==> src/rtl/dm_arbiter.sv <==
// Data-memory arbiter: shares one memory port between the CPU DM stage and a debug port.
// Optional starvation guard for debug is compiled in with `define DM_ARB_STARVE_EN.
module dm_arbiter #(
    parameter int ADDR_W     = 10,
    parameter int STARVE_LIM = 4
) (
    input  logic              clk,
    input  logic              rst,
    input  logic              en,
    input  logic              cpu_req,
    input  logic              cpu_we,
    input  logic [ADDR_W-1:0] cpu_addr,
    input  logic [31:0]       cpu_wdata,
    output logic              cpu_stall,
    input  logic              cpu_halted,
    input  logic              dbg_req,
    input  logic              dbg_we,
    input  logic              dbg_lock,
    input  logic [ADDR_W-1:0] dbg_addr,
    input  logic [31:0]       dbg_wdata,
    output logic              dbg_gnt,
    output logic              dbg_rvalid,
    output logic [31:0]       dbg_rdata,
    output logic              mem_en,
    output logic              mem_we,
    output logic [ADDR_W-1:0] mem_addr,
    output logic [31:0]       mem_wdata,
    input  logic [31:0]       mem_rdata,
    output logic [15:0]       stall_cnt
);
    typedef enum logic {ARB, LOCK} state_e;

    state_e      state_q, state_d;
    logic        rvalid_q, rvalid_d;
    logic [31:0] rdata_q, rdata_d;
    logic [15:0] stall_cnt_q, stall_cnt_d;
    logic        sel_dbg, sel_cpu, starve_hit;

`ifdef DM_ARB_STARVE_EN
    localparam logic [2:0] STARVE_MAX = 3'(STARVE_LIM);
    logic [2:0] starve_q, starve_d;

    assign starve_hit = (starve_q == STARVE_MAX);

    always_comb begin
        starve_d = starve_q;
        if (en) begin
            if (sel_dbg || !dbg_req)
                starve_d = 3'd0;
            else if (starve_q != STARVE_MAX)
                starve_d = starve_q + 3'd1;
        end
    end
`else
    // Forced debug slots are compiled out; this is constant false for any legal limit.
    assign starve_hit = (STARVE_LIM < 0);
`endif

    always_comb begin
        sel_dbg = 1'b0;
        sel_cpu = 1'b0;
        if (en && !rst) begin
            if (state_q == LOCK) begin
                sel_dbg = dbg_req;
            end else begin
                sel_dbg = dbg_req && (cpu_halted || !cpu_req || starve_hit);
                sel_cpu = cpu_req && !sel_dbg;
            end
        end
    end

    assign dbg_gnt   = sel_dbg;
    assign cpu_stall = cpu_req && !sel_cpu;
    assign mem_en    = sel_dbg || sel_cpu;
    assign mem_we    = sel_dbg ? dbg_we : (sel_cpu && cpu_we);
    assign mem_addr  = sel_dbg ? dbg_addr : cpu_addr;
    assign mem_wdata = sel_dbg ? dbg_wdata : cpu_wdata;
    assign stall_cnt = stall_cnt_q;

    // Memory data arrives during the rvalid cycle; pass it through then and keep
    // the captured copy on dbg_rdata afterwards so the port never goes stale.
    assign dbg_rvalid = rvalid_q;
    assign dbg_rdata  = rvalid_q ? mem_rdata : rdata_q;

    always_comb begin
        state_d     = state_q;
        rvalid_d    = rvalid_q;
        rdata_d     = rdata_q;
        stall_cnt_d = stall_cnt_q;
        if (en) begin
            case (state_q)
                ARB:     if (sel_dbg && dbg_lock) state_d = LOCK;
                LOCK:    if (!sel_dbg && !dbg_lock) state_d = ARB;
                default: state_d = ARB;
            endcase
            rvalid_d = sel_dbg && !dbg_we;
            if (rvalid_q)
                rdata_d = mem_rdata;
            if (cpu_stall && (stall_cnt_q != 16'hFFFF))
                stall_cnt_d = stall_cnt_q + 16'd1;
        end
    end

    always_ff @(posedge clk or posedge rst) begin
        if (rst) begin
            state_q     <= ARB;
            rvalid_q    <= 1'b0;
            rdata_q     <= 32'd0;
            stall_cnt_q <= 16'd0;
`ifdef DM_ARB_STARVE_EN
            starve_q    <= 3'd0;
`endif
        end else begin
            state_q     <= state_d;
            rvalid_q    <= rvalid_d;
            rdata_q     <= rdata_d;
            stall_cnt_q <= stall_cnt_d;
`ifdef DM_ARB_STARVE_EN
            starve_q    <= starve_d;
`endif
        end
    end
endmodule

==> config.mk <==
export PLATFORM = sky130hd
export DESIGN_NAME = dm_arbiter
export DESIGN_NICKNAME = d
export VERILOG_FILES = /design/src/rtl/dm_arbiter.sv
export SDC_FILE = /design/constraint.sdc
export NUM_CORES = 1
export LEC_CHECK = 0
export BUFFER_PORTS_ARGS = -buffer_cell sky130_fd_sc_hd__buf_2
export CAP_MARGIN = 5
export CORE_MARGIN = 2
export CORE_UTILIZATION = 41
export DETAILED_ROUTE_END_ITERATION = 16
export GPL_TIMING_DRIVEN = 0
export MAX_ROUTING_LAYER = met4
export PLACE_DENSITY_LB_ADDON = 0.2
export SLEW_MARGIN = 15
export SYNTH_ARGS = -nofsm -noshare
export SYNTH_HDL_FRONTEND = slang
export SYNTH_SLANG_ARGS = --single-unit
==> constraint.sdc <==
create_clock -name clk -period 2.4 [get_ports clk]
set_input_delay 0.36 -clock clk [delete_from_list [all_inputs] [get_ports clk]]
set_output_delay 0.36 -clock clk [all_outputs]
set_load 0.02 [all_outputs]
==> results.py, run 1 <==
metrics = {
    "run_status": {
        "status": "finished clean",
    },
    "global_routing": {
        "grt_pass1_wl_mm": 15.71,
        "grt.total_usage_pct": 24.78,
        "grt_overflow_total": 0,
        "use_met2_pct": 42.04,
        "grt_pass1_vias": 3112,
        "busiest_layer": "met2",
        "grtUsageMet1_pct": 30.97,
        "grtUsageMet3_pct": 5.029,
        "antenna_found_initial": 1,
        "grt_max_degree": 34,
    },
    "detailed_routing": {
        "initialDrtViolationCount": 120,
        "via_per_inst": 4.835,
        "firstDrtPassIters": 4,
        "drc": 0,
        "antenna_left": 0,
        "wl_per_cell_um": 15.44,
        "routed_wirelength_mm": 9.912,
        "num_vias": 3104,
    },
    "power_and_ir_drop": {
        "report.power.total_mw": 2.781,
        "ir_drop_mv": 0.2880,
        "pwr_density_cell_nw_per_um2": 634.2,
        "p_leak_nw": 2.103,
    },
    "timing": {
        "grt_setup_unrepaired": "false",
        "tightest_slew_ns": 0.8039,
        "finalHoldViolCount": 0,
        "setup_tns_ns": 0,
        "maxSlewViolCount": 0,
        "fin_crit_ns": 2.259,
        "clock_skew_ns": 0.003032,
        "fmax_mhz": 442.8,
        "period_share_pct": 94.10,
        "setup_viol": 0,
        "fin_ws_ns": 0.1415,
        "maxSlewHeadroom_pct": 46.00,
        "holdWs_ns": 0.08932,
    },
    "worst_setup_path": {
        "crit_path_top_delay_cell": "mux2_2",
        "crit_required_ns": 2.04,
        "worst_setup_path_start_kind": "register",
        "crit_fanout": 10,
        "path_class": "register to output port",
        "path_cells": "nor2_1 -> a21oi_1 -> clkbuf_4 -> buf_4 -> mux2_2 -> buf_2",
        "end_kind": "output port",
        "cp_slowest_stage_delay_ns": 0.39,
        "arrival_ns": 1.90,
        "crit_family": "buffers and inverters",
        "cp_num_buf_inv": 3,
    },
    "clock_tree": {
        "cts_tree": "built",
        "clock_latency_ns": 0.29,
        "numCtsBuffers": 5,
        "cts.path.max_buffers": 2,
        "path_clk_slew_ns": 0.09,
        "hold_buffers": 0,
        "root_buffer": "clkbuf_8",
        "h-tree-depth": 2,
        "cts_sinks": 50,
    },
    "placed_design": {
        "dp_hpwl_mm": 8.118,
        "placed_cells": 632,
        "io_buffer_count": 218,
        "placed_cell_area_sq_um": 4269,
        "preCtsSetupSlack_ns": 0.1059,
        "place.gp.congestion": 0.9317,
    },
    "logic_synthesis": {
        "synth_top_area_share_pct": 41.24,
        "yosysWarnings": 0,
        "synth_area_per_cell_sq_um": 9.663,
        "ys_ff_latch": 50,
        "synth.area.top_cells": "dfrtp_1 (41%), mux2_2 (27%), nor2_1 (12%)",
        "synth_cell_type_count": 35,
        "synth-seq-area-share_pct": 41.24,
        "syn_inst": 314,
        "syn-num-nets": 440,
        "syn_area_sq_um": 3034,
        "synth_top_area_cell": "dfrtp_1",
    },
    "die": {
        "die_h_um": 90.03,
        "die_area_sq_um": 8105,
        "ios": 220,
        "dieWidth_um": 90.03,
        "rows": 31,
        "coreArea_sq_um": 7214,
        "start_util_pct": 42.06,
    },
    "finish": {
        "final_util_pct": 60.77,
        "drive_gt1_share_pct": 58.49,
        "final_cells": 642,
        "syn_to_final_growth_pct": 44.49,
        "finalInstanceArea_sq_um": 4384,
        "nNetsFinal": 667,
    },
    "hold_path": {
        "hp-class": "input port to asynchronous set/reset pin",
    },
    "run": {
        "max_cap_viol_count": 0,
    },
}
==> Yosys cell counts <==
cell / count
a2111oi_0: 1
a211oi_1: 1
a21o_1: 1
a21oi_1: 2
a22o_1: 1
a32o_1: 1
and2_1: 1
buf_2: 8
buf_6: 1
clkbuf_1: 9
clkinv_1: 1
dfrtp_1: 50
ha_1: 1
inv_1: 3
mux2_2: 74
mux2_4: 1
nand2_1: 8
nand2_4: 1
nand2b_1: 1
nand3_1: 9
nand3b_1: 2
nand4_1: 6
nand4_2: 1
nand4b_1: 2
nor2_1: 101
nor2b_1: 1
nor3_1: 3
nor3b_1: 2
nor4_1: 2
o211ai_1: 1
o21ai_0: 2
o22a_1: 1
or4_4: 1
xnor2_1: 13
xor2_1: 1
==> power breakdown <==
part | switching (mW) | internal [mW] | total (mW)
Combinational | 0.648 | 0.487 | 1.13
Sequential | 0.137 | 1.00 | 1.14
Clock | 0.271 | 0.233 | 0.504
==> area by class of cell <==
cell class	count	area [sq um]
antenna	1	2.502
buffer	18	97.59
clock buffer	7	86.33
clock inverter	1	5.005
fill	668	2830
inverter	4	15.01
multi-input combinational	242	1684
sequential	50	1251
tap	99	123.9
timing repair buffer	220	1119
==> worst paths after layout <==
path | from | to | slack, ns | depth (start not counted)
worst max-delay path | state_q | mem_wdata[22] | 0.14 | 6
worst min register to register | rdata_q[29] | rdata_q[29] | 0.51 | 2
max in group asynchronous | rst | rdata_q[1] | 1.77 | 3
worst max register to register | stall_cnt[0] | stall_cnt[1] | 0.50 | 6
worst min-delay path | rst | state_q | 0.09 | 2
min in group clk | dbg_lock | state_q | 0.30 | 3
==> repair_timing <==
| action | CTS | global route |
|---|---|---|
| endpoints found under the setup margin | 2 | 46 |
| buffers inserted | 0 | 1 |
| cloned | 0 | 0 |
| endpoints found under the hold margin | 0 | 0 |
| gates resized for setup | 1 | 8 |
==> sequential cells by signal, indices dropped and copies added, names as in the netlist <==
name,cells
rdata_q,32
stall_cnt,16
dbg_rvalid,1
state_q,1
==> layout by cell type (no fill, tap or decap), types with 2 or more instances in the layout <==
| cell | n |
|---|---|
| nand4_1 | 6 |
| nand2_1 | 8 |
| clkbuf_8 | 6 |
| nor2_1 | 101 |
| clkbuf_4 | 3 |
| inv_1 | 2 |
| nor4_1 | 2 |
| nand4b_1 | 2 |
| buf_4 | 2 |
| nand3_1 | 9 |
| buf_2 | 222 |
| mux2_2 | 74 |
| clkbuf_2 | 2 |
| nor3b_1 | 2 |
| nand3b_1 | 2 |
| dfrtp_1 | 50 |
| clkbuf_1 | 8 |
| a21oi_1 | 2 |
| xnor2_1 | 13 |
| nor3_1 | 3 |
| o21ai_0 | 2 |
==> per-layer routing <==
| metal | share of wire, % | routed length (um) |
|---|---|---|
| met5 | 0 | 0 |
| met4 | 1.1 | 105 |
| met3 | 6.1 | 606 |
| met2 | 50 | 4962 |
| met1 | 43 | 4238 |
==> cells by family (layout without fill, tap and decap cells) <==
| kind of cell | Yosys count | in the layout | synth area share (%) |
|---|---|---|---|
| adders and majority gates | 1 | 1 | 0.4123 |
| AOI/OAI and AO/OA | 11 | 11 | 2.598 |
| buffers and inverters | 22 | 250 | 3.299 |
| muxes | 75 | 75 | 27.96 |
| other | 0 | 1 | 0 |
| DFF | 50 | 50 | 41.24 |
| and+or+nand+nor | 141 | 141 | 20.45 |
| xor gates and xnor gates | 14 | 14 | 4.041 |
(Power assumes the default switching activity.)
==> run 2, diff against run 1 <==
--- a/config.mk
+++ b/config.mk
@@ -13,6 +13,7 @@
 export GPL_TIMING_DRIVEN = 0
 export MAX_ROUTING_LAYER = met4
 export PLACE_DENSITY_LB_ADDON = 0.2
+export SETUP_SLACK_MARGIN = 0.5
 export SLEW_MARGIN = 15
 export SYNTH_ARGS = -nofsm -noshare
 export SYNTH_HDL_FRONTEND = slang
==> run 2 against run 1 <==
Against the previous run:
- via count rose by 4.7%
- clock power increased by 17%
- utilization increased by 8.4 points
- design area is 14% higher
- count of clock-buffer cells in the layout is 1 lower
- first-iteration DRC count down 19%
- die area unchanged
- sequential power barely moved
- register-to-register slack better by 0.08 ns
- total power is 12% higher
- setup slack better by 0.17 ns
- largest cell class unchanged
- highest routed layer unchanged
==> results.py, run 2 (synthesis gave the netlist of run 1 again) <==
metrics = {
    "clock_tree": {
        "cts_sinks": 50,
        "h-tree-depth": 2,
        "cts.path.max_buffers": 2,
        "path_clk_slew_ns": 0.09,
        "cts_tree": "built",
        "numCtsBuffers": 5,
        "root_buffer": "clkbuf_8",
        "clock_latency_ns": 0.30,
    },
    "detailed_routing": {
        "routed_wirelength_mm": 10.17,
        "drc": 0,
        "initialDrtViolationCount": 97,
        "firstDrtPassIters": 4,
        "wl_per_cell_um": 15.51,
        "via_per_inst": 4.953,
        "antenna_left": 0,
        "num_vias": 3249,
    },
    "run_status": {
        "status": "finished clean",
    },
    "worst_setup_path": {
        "rrSetupSlack_ns": 0.58,
        "end_kind": "output port",
        "r2r_end": "stall_cnt[1]",
        "worst_setup_path_start_kind": "register",
        "rr_startpoint": "stall_cnt[0]",
        "arrival_ns": 1.73,
        "path_class": "register to output port",
        "crit_fanout": 5,
        "reg2regPathDepth": 6,
        "crit_required_ns": 2.04,
    },
    "global_routing": {
        "antenna_found_initial": 1,
        "grt_overflow_total": 0,
        "grt.total_usage_pct": 23.85,
        "grt_max_degree": 27,
        "grt_pass1_vias": 3125,
        "grt_pass1_wl_mm": 15.40,
    },
    "timing": {
        "period_share_pct": 87.00,
        "fmax_mhz": 478.9,
        "maxSlewViolCount": 0,
        "holdWs_ns": 0.1500,
        "maxSlewHeadroom_pct": 51.64,
        "setup_viol": 0,
        "grt_setup_unrepaired": "true",
        "finalHoldViolCount": 0,
        "tightest_slew_ns": 0.7199,
        "clock_skew_ns": 0.006897,
        "setup_tns_ns": 0,
        "fin_ws_ns": 0.3120,
        "fin_crit_ns": 2.088,
    },
    "finish": {
        "layout_common_cells": "buf_2 (182), nor2_1 (101), dfrtp_1 (48)",
        "final_common_cell": "buf_2",
        "final_util_pct": 69.13,
        "drive_gt1_share_pct": 60.97,
        "syn_to_final_growth_pct": 64.37,
        "regMostFlops": "rdata_q",
        "nNetsFinal": 681,
        "final_cells": 656,
        "largest_register_ffs": 32,
    },
    "placed_design": {
        "dp_hpwl_mm": 7.639,
        "preCtsSetupSlack_ns": 0.05956,
        "placed_cells": 632,
        "place.gp.congestion": 0.8870,
        "io_buffer_count": 218,
    },
    "power_and_ir_drop": {
        "pwr_density_cell_nw_per_um2": 622.2,
        "p_leak_nw": 2.426,
        "ir_drop_mv": 0.3313,
    },
    "die": {
        "start_util_pct": 42.06,
        "die_area_sq_um": 8105,
        "die_h_um": 90.03,
        "rows": 31,
        "dieWidth_um": 90.03,
        "coreArea_sq_um": 7214,
        "ios": 220,
    },
    "run": {
        "max_cap_viol_count": 0,
    },
    "hold_path": {
        "hp-class": "input port to asynchronous set/reset pin",
    },
}
-- run 2: cell types whose count changed in the layout (fill, tap and decap cells not counted), sizes merged --
cell	delta
clkinvlp	+2
buf	+18
bufinv	+1
clkinv	-2
clkbuf	-5
-- run 2: worst max path at each step --
stage	start	end	slack [ns]	cells after the start
after detailed placement	en	mem_we	0.06	5
after global routing	state_q	mem_addr[4]	0.19	7
after CTS	state_q	mem_we	0.31	4
final	state_q	mem_addr[4]	0.31	7
after floorplan	en	mem_wdata[10]	0.49	6
after global placement	en	mem_we	0.002	5
-- run 2: worst max-delay path: stages, from the launching register on --
cell and delay, ns:
dfrtp_1 0.39, nor2_1 0.14, a21oi_2 0.09, buf_6 0.14
buf_4 0.13, buf_6 0.10, mux2_4 0.29, buf_6 0.13
-- run 2: cell type report --
type | count | area (sq um)
clock inverter | 2 | 37.54
tap | 99 | 123.9
multi-input combinational | 242 | 1844
buffer | 18 | 177.7
timing repair buffer | 234 | 1456
inverter | 4 | 18.77
sequential | 50 | 1254
clock buffer | 6 | 72.57
fill | 624 | 2227
antenna | 1 | 2.502
-- run 2: power breakdown --
part	internal (mW)	switching [mW]
clock	0.311	0.278
combinational	0.677	0.698
sequential	1.00	0.135
-- run 2: routing by layer --
layer | wire (um) | share of wire [%] | up-vias | track usage [%]
li1 | - | - | 1549 | -
met1 | 3931 | 39 | 1538 | 27.10
met2 | 5244 | 52 | 145 | 41.42
met3 | 772 | 7.6 | 17 | 6.538
met4 | 225 | 2.2 | 0 | 6.667
met5 | 0 | 0 | - | -
-- run 2: timing repair --
item                                    in CTS  in global routing
pin swaps                                    0                  3
endpoints found under the setup margin      75                 76
cloned                                       2                  3
setup buffers                                4                  6
gates resized for setup                     65                 80
hold endpoints to repair                     0                  0
hold buffers                                 0                  0
-- run 2: per-stage QoR --
| step | power (mW) | instance area, sq um |
|---|---|---|
| 6_report | 3.103 | 4987 |
| 5_1_grt | 3.281 | 4987 |
| 4_1_cts | 2.937 | 4644 |
| 3_5_place_dp | 2.279 | 4272 |
| 3_3_place_gp | 2.251 | 4252 |
| 2_1_floorplan | 1.861 | 3037 |
==> run 3, diff against run 2 <==
--- a/config.mk
+++ b/config.mk
@@ -9,6 +9,7 @@
 export CAP_MARGIN = 5
 export CORE_MARGIN = 2
 export CORE_UTILIZATION = 41
+export CTS_BUF_LIST = sky130_fd_sc_hd__clkbuf_16
 export DETAILED_ROUTE_END_ITERATION = 16
 export GPL_TIMING_DRIVEN = 0
 export MAX_ROUTING_LAYER = met4
==> run 3 against run 2 <==
Against the previous run:
- via count down 0.46%
- count of clock-buffer cells in the layout decreased by 1
- total power grew 4.3%
- highest routed layer unchanged
==> results.py, run 3 (synthesis gave the netlist of run 1 again) <==
metrics = {
    "finish": {
        "final_common_cell": "buf_2",
        "seq_area_sq_um": 1254,
        "multi_input_area_sq_um": 1836,
        "final_cells": 654,
        "regMostFlops": "rdata_q",
        "syn_to_final_growth_pct": 68.70,
        "largest_register_ffs": 32,
        "nNetsFinal": 679,
        "layout_common_cells": "buf_2 (177), nor2_1 (100), dfrtp_1 (48)",
        "fillCellCount": 598,
        "drive_gt1_share_pct": 61.01,
        "final_util_pct": 70.95,
    },
    "timing": {
        "fin_ws_ns": 0.3282,
        "fin_crit_ns": 2.072,
        "grt_setup_unrepaired": "true",
        "maxSlewViolCount": 0,
        "tightest_slew_ns": 0.7358,
        "clock_skew_ns": 0.005636,
        "fmax_mhz": 482.7,
        "finalHoldViolCount": 0,
        "setup_viol": 0,
        "setup_tns_ns": 0,
        "maxSlewHeadroom_pct": 50.57,
        "period_share_pct": 86.32,
    },
    "detailed_routing": {
        "wl_per_cell_um": 15.89,
        "via_per_inst": 4.945,
        "routed_wirelength_mm": 10.39,
        "antenna_left": 0,
        "drc": 0,
        "initialDrtViolationCount": 100,
        "num_vias": 3234,
        "firstDrtPassIters": 4,
    },
    "worst_setup_path": {
        "path_class": "register to output port",
        "path_cells": "nor2_2 -> a21oi_2 -> buf_6 -> buf_8 -> mux2_2 -> buf_6",
        "crit_fanout": 8,
        "arrival_ns": 1.71,
        "crit_path_top_delay_cell": "dfrtp_1",
        "cp_slowest_stage_delay_ns": 0.37,
        "crit_required_ns": 2.04,
        "worst_setup_path_start_kind": "register",
        "cpMostUsedCell": "buf_6",
        "rrSetupSlack_ns": 0.57,
        "end_kind": "output port",
    },
    "die": {
        "coreArea_sq_um": 7214,
        "dieWidth_um": 90.03,
        "rows": 31,
        "ios": 220,
        "die_h_um": 90.03,
        "start_util_pct": 42.06,
        "die_area_sq_um": 8105,
    },
    "clock_tree": {
        "root_buffer": "clkbuf_16",
        "hold_buffers": 0,
        "cts_sinks": 50,
        "h-tree-depth": 2,
        "cts.path.max_buffers": 2,
        "path_clk_slew_ns": 0.07,
        "numCtsBuffers": 5,
        "cts_tree": "built",
        "clock_latency_ns": 0.28,
    },
    "hold_path": {
        "hp-class": "input port to asynchronous set/reset pin",
    },
    "power_and_ir_drop": {
        "pwr_density_cell_nw_per_um2": 632.5,
        "p_leak_nw": 2.438,
        "ir_drop_mv": 0.5056,
    },
    "placed_design": {
        "dp_hpwl_mm": 7.639,
        "io_buffer_count": 218,
        "place.gp.congestion": 0.8870,
        "preCtsSetupSlack_ns": 0.05956,
        "placed_cells": 632,
    },
    "global_routing": {
        "grt_pass1_vias": 3167,
        "grt_overflow_total": 0,
        "grt.total_usage_pct": 23.91,
        "antenna_found_initial": 1,
        "grt_pass1_wl_mm": 15.49,
        "grt_max_degree": 27,
    },
    "run": {
        "max_cap_viol_count": 0,
    },
    "run_status": {
        "status": "finished clean",
    },
}
run 3: changes by cell type in the layout (fill, tap and decap cells not counted):
cell       previous run  this run
nor2_1              101       100
mux2_2               39        42
buf_6                32        47
clkbuf_16             2         8
clkbuf_1              7         6
buf_4                22         8
nor2_2                0         1
clkbuf_8              5         0
buf_12                1         2
buf_2               182       177
mux2_4               36        33
inv_1                 2         3
run 3: timing repair:
action	CTS	global route
setup endpoints to repair	75	76
resized for setup	60	104
setup buffers	3	6
cloned	1	3
endpoints found under the hold margin	0	0
pin swaps	0	3
run 3: power breakdown:
part	total, mW	internal, mW	switching, mW
Sequential	1.14	1.01	0.134
Combinational	1.31	0.617	0.690
Clock	0.791	0.488	0.303
run 3: path summary, 6_finish.rpt:
kind                              startpoint             to  cells after the start
max in group asynchronous                rst        state_q                      3
min in group clk                    dbg_lock        state_q                      3
worst max register to register  stall_cnt[0]   stall_cnt[1]                      6
worst min register to register   rdata_q[27]    rdata_q[27]                      2
worst max-delay path                 state_q  mem_wdata[26]                      6
worst min-delay path                     rst   stall_cnt[1]                      2
run 3: critical path, delay by kind of cell (launching register included):
family | cells | cell delay [ns]
flops | 1 | 0.37
compound gates | 1 | 0.17
simple gates | 1 | 0.05
buf+inv | 3 | 0.47
mux | 1 | 0.35
run 3: stage by stage:
stage	area [sq um]	total power [mW]	hold slack, ns
4_1_cts	4657	3.131	0.1837
2_1_floorplan	3037	1.861	0.4709
3_3_place_gp	4252	2.251	0.4844
3_5_place_dp	4272	2.279	0.4730
6_report	5119	3.238	0.1757
5_1_grt	5119	3.403	0.2356
run 3: final cells by class:
| type | count | area share (%) |
|---|---|---|
| plain buffers | 18 | 3.202 |
| repair buffers | 232 | 30.36 |
| clock buffers | 5 | 2.444 |
| diodes | 1 | 0.04889 |
| flip-flops and latches | 50 | 24.49 |
| inverters | 4 | 0.3667 |
| multi-input cells | 242 | 35.86 |
| well taps | 99 | 2.420 |
| clock inverters | 3 | 0.8066 |
run 3: metal layers:
layer / part of all wire (%) / global-route usage (%) / vias to the layer above
li1: - / - / 1544
met1: 38 / 26.67 / 1542
met2: 53 / 43.30 / 131
met3: 6.8 / 5.784 / 17
met4: 2.2 / 5.385 / 0
met5: 0 / - / -
